===== src/rtl/wb_regfile.sv =====
// Writeback result select, 32-entry architectural register file with
// write-through read bypass, and a retired-instruction counter.
module wb_regfile #(
    parameter int DATA_WIDTH = 32,
    parameter int ADDR_WIDTH = 5,
    parameter int CNT_WIDTH  = 64
) (
    input  logic                  clk,
    input  logic                  rst,
    input  logic                  ValidW,
    input  logic                  RegWriteW,
    input  logic [1:0]            ResultSrcW,
    input  logic [ADDR_WIDTH-1:0] RdW,
    input  logic [DATA_WIDTH-1:0] ALUResultW,
    input  logic [DATA_WIDTH-1:0] ReadDataW,
    input  logic [DATA_WIDTH-1:0] PCPlus4W,
    input  logic [ADDR_WIDTH-1:0] Rs1D,
    input  logic [ADDR_WIDTH-1:0] Rs2D,
    output logic [DATA_WIDTH-1:0] RD1D,
    output logic [DATA_WIDTH-1:0] RD2D,
    output logic [DATA_WIDTH-1:0] ResultW,
    output logic [DATA_WIDTH-1:0] a0,
    output logic [CNT_WIDTH-1:0]  InstRet
);

    localparam int NUM_REGS = 2 ** ADDR_WIDTH;

    logic [DATA_WIDTH-1:0] regs [NUM_REGS];
    logic [CNT_WIDTH-1:0]  inst_ret;
    logic                  we;

    always_comb begin
        case (ResultSrcW)
            2'b00:   ResultW = ALUResultW;
            2'b01:   ResultW = ReadDataW;
            2'b10:   ResultW = PCPlus4W;
            default: ResultW = '0;
        endcase
    end

    // Bubbles and x0 destinations never reach storage or the bypass path.
    assign we = ValidW & RegWriteW & (RdW != '0) & ~rst;

    always_ff @(posedge clk) begin
        if (rst) begin
            for (int i = 0; i < NUM_REGS; i++) begin
                regs[i] <= '0;
            end
        end else if (we) begin
            regs[RdW] <= ResultW;
        end
    end

    always_comb begin
        if (rst || (Rs1D == '0)) begin
            RD1D = '0;
        end else if (we && (Rs1D == RdW)) begin
            RD1D = ResultW;
        end else begin
            RD1D = regs[Rs1D];
        end
    end

    always_comb begin
        if (rst || (Rs2D == '0)) begin
            RD2D = '0;
        end else if (we && (Rs2D == RdW)) begin
            RD2D = ResultW;
        end else begin
            RD2D = regs[Rs2D];
        end
    end

    // a0 is an observation tap on storage only, so it lags a write by one cycle.
    assign a0 = regs[ADDR_WIDTH'(10)];

    always_ff @(posedge clk) begin
        if (rst) begin
            inst_ret <= '0;
        end else if (ValidW) begin
            inst_ret <= inst_ret + CNT_WIDTH'(1);
        end
    end

    assign InstRet = inst_ret;

endmodule


===== config.mk =====
export PLATFORM = sky130hd
export DESIGN_NAME = wb_regfile
export DESIGN_NICKNAME = d
export VERILOG_FILES = /design/src/rtl/wb_regfile.sv
export SDC_FILE = /design/constraint.sdc
export NUM_CORES = 2
export LEC_CHECK = 0
export BUFFER_PORTS_ARGS = -buffer_cell sky130_fd_sc_hd__buf_2
export CORE_ASPECT_RATIO = 1.75
export CORE_MARGIN = 5
export CORE_UTILIZATION = 55
export DETAILED_ROUTE_END_ITERATION = 16
export MAX_ROUTING_LAYER = met4
export PLACE_DENSITY = 0.83
export SYNTH_ARGS = -nofsm -noshare
export SYNTH_HDL_FRONTEND = slang
export SYNTH_SLANG_ARGS = --single-unit

===== constraint.sdc =====
create_clock -name clk -period 4.5 [get_ports clk]
set_input_delay 0.45 -clock clk [delete_from_list [all_inputs] [get_ports clk]]
set_output_delay 0.45 -clock clk [all_outputs]
set_load 0.05 [all_outputs]

==> results.md <==
* # rows at 155
* Die width at 251 µm
* Total power at 23.5 mW
* Netlist cell types at 53
* Port Buffers at 308
* Placed Area at 0.0598 mm²
* Die Ht at 432 µm
* Share of flip-flops with an asynchronous set or reset at 0
* Max IR drop VDD at 263 µV
* Worst-margin pin slew at 1.38 ns
* Tcrit/Tclk final at 0.860
* Register area at 0.0320 mm²
* Pint at 17.1 mW
* WS Path Type: in2out
* Critical path data required time at 4.05 ns
* Synth top area share at 0.549
* Post-DP HPWL at 122000 µm
* Hold Vio Cnt, Final at 0
* Initial DRC count at 7650
* Crit. End Element: output pin
* Fill count at 7267
* Layout cells sized above 1 at 0.241
* Leak at 22.4 nW
* RSZ-0062 raised after global routing: false
* TritonCTS clock tree: yes
* Final WL at 194000 µm
* Arr. time, crit path at 3.42 ns
* Clock power frac at 0.348
* Relative slew margins at 0.0794
* Final setup viols at 0
* Yosys top cell by area: edfxtp_1
* Hold Crit Class: in2reg
* Via density at 7.30
* Sequential share of power at 0.504
* Post-Syn Area at 0.0560 mm²
* GP Congestion at 0.974
* Sw frac at 0.272
* Vias at 43100
* TritonRoute pass-1 iters at 8
* Final worst slack at 0.628 ns
* Post-Layout Inst Area at 0.0629 mm²
* Multi-input logic area at 0.0226 mm²
* P per Cell Area at 374 mW/mm²
* Longest Clk Path Bufs at 3
* Global route overflow at 0
* Syn Area/Cell at 13.0 µm²
* Most Frequent Cell on Critical Path: buf_2
* Final min period at 3.87 ns
* Crit Path Max Fanout at 32
* Top post-synthesis cells by area: edfxtp_1 55%, mux4_2 15%, nor2_1 7.4%
* FF-to-FF Start: InstRet[30]
* Net Switching at 6.41 mW
* CTS buffer count at 93
* Max Slew Vio Count at 0
* Initial Util at 0.552
* Clock latency on the worst-skew pair at 0.71 ns
* Top FF cell, synth: edfxtp_1
* Worst slack, placed at 0.839 ns
* Largest net degree at the start of global routing at 128
* Hold_sp: ReadDataW[27]
* Post-CTS Setup Inserts at 0
* Register bit total from synthesis at 1088
* Syn. warnings at 0
* Post-synth EDFFs at 1024
* Register area share after synthesis at 0.571
* Nets@finish at 4596
* Boundary pin count at 309
* Htree depth at 3
* Fmax at 258 MHz
* Overall routing resource usage at 0.359
* Die area at 0.109 mm²
* CTS sink cnt at 1088
* Max Clock Skew at 0.0136 ns
* Synth-to-layout area growth at 12.2%
* Gates resized, CTS repair at 0
* Post-route ant nets at 0
* Vias in the first global route at 43700
* Core box area at 0.102 mm²
* Clock transition at path regs at 0.07 ns
* Crit-path slowest cell: a22oi_1
* Timing startpoint of the critical path: Rs1D[2]
* Critical path startpoint category: input port
* First-pass GRT wire length at 280000 µm
* Proportion of power drawn by combinational gates at 0.148
* Outcome: finished clean
* Hold-fix buffers at CTS at 0
* Slowest stage delay, CP at 0.68 ns
* Max Cap Violations at 0
* CTS root buffer: clkbuf_16
* WL/cell at 32.9 µm
* Setup tns final at 0 ns
* DRC at 0
* Initial antenna violation count at 16
* Hold_ws at 0.227 ns
* Synth Instances at 4310
* Worst path cell trace: buf_2 > nor2_4 > buf_12 > a221oi_1 > a22oi_1 > a21oi_1 > a221o_1 > buf_2
-- synthesized netlist by cell type, types with 2 or more instances --
master / number
a21oi_1: 163
a221o_1: 32
a221oi_1: 128
a22oi_1: 192
and2_1: 4
and3_1: 6
and3b_1: 2
and4_1: 5
buf_1: 32
buf_2: 51
buf_6: 2
clkbuf_1: 360
dfxtp_1: 64
edfxtp_1: 1024
inv_1: 46
mux2i_1: 289
mux4_2: 384
nand2_1: 125
nand3_1: 19
nand4_1: 18
nor2_1: 1102
nor2b_1: 6
nor3_1: 10
nor3b_1: 4
nor4_1: 10
nor4b_1: 2
nor4bb_1: 2
o21a_1: 4
o21ai_0: 12
o21bai_1: 64
o311ai_1: 3
o31a_1: 3
o31ai_1: 20
or2_2: 4
or3_1: 48
or4_1: 21
xnor2_1: 24
xor2_1: 10
-- path summary, 6_finish.rpt --
kind | end | slack (ns) | cells after the start
worst min register to register | InstRet[49] | 0.50 | 2
worst min-delay path | regs[9][27] | 0.23 | 3
worst max register to register | InstRet[63] | 1.54 | 5
worst max-delay path | RD1D[15] | 0.63 | 8
-- layout make-up --
type	instances	share of cell area
clock inverters	58	0.00864
diodes	17	0.000676
clock buffers	114	0.0390
multi-input cells	2761	0.359
well taps	1334	0.0265
repair buffers	488	0.0543
flip-flops and latches	1088	0.509
inverters	46	0.00275
-- through the flow --
stage	std cells	utilization
6_report	5906	0.619
3_5_place_dp	5717	0.589
4_1_cts	5889	0.618
5_1_grt	5903	0.619
2_1_floorplan	4341	-
3_3_place_gp	5717	0.589
-- flip-flops by register name, summed over array words and instances, names as in the netlist --
name,flops
InstRet,64
regs,1024
-- metal layers --
metal / up-vias / wire length [µm] / global-route usage
met5: - / 0 / -
met4: 0 / 19100 / 0.264
met3: 1409 / 30100 / 0.116
met2: 4488 / 91400 / 0.563
met1: 20400 / 53800 / 0.383
li1: 16800 / - / -
-- worst max-delay path, delay by kind of cell --
| kind | cells | cell delay [ns] |
|---|---|---|
| AOI/OAI and AO/OA | 4 | 1.44 |
| buffers and inverters | 3 | 0.86 |
| and+or+nand+nor | 1 | 0.65 |
-- kinds of logic after synthesis --
logic type	count (synthesis)	synth area share
other	1	0.0000669
xor gates and xnor gates	34	0.00531
buffers and inverters	492	0.0344
AOI/OAI and AO/OA	625	0.0805
and+or+nand+nor	1395	0.102
muxes	674	0.206
adders and majority gates	1	0.000223
DFF	1088	0.571
-- layout by cell type (no fill, tap or decap), types with 102 or more instances in the layout --
master	n
mux4_2	384
edfxtp_1	1024
a22oi_1	192
buf_4	151
nor2_1	1096
nand2_1	102
a21oi_1	131
a221oi_1	128
mux2i_1	289
buf_2	296
-- power groups by stage --
| stage | Sequential (mW) | Combinational (mW) | Clock [mW] |
|---|---|---|---|
| after global placement | 12.0 | 3.31 | 0 |
| after detailed placement | 12.0 | 3.35 | 0 |
| after global routing | 11.9 | 3.56 | 8.58 |
| final | 11.9 | 3.49 | 8.19 |
| after CTS | 11.8 | 3.38 | 8.14 |
| after floorplan | 12.0 | 2.15 | 0 |
Note: power is estimated with default switching activity, not from simulation.
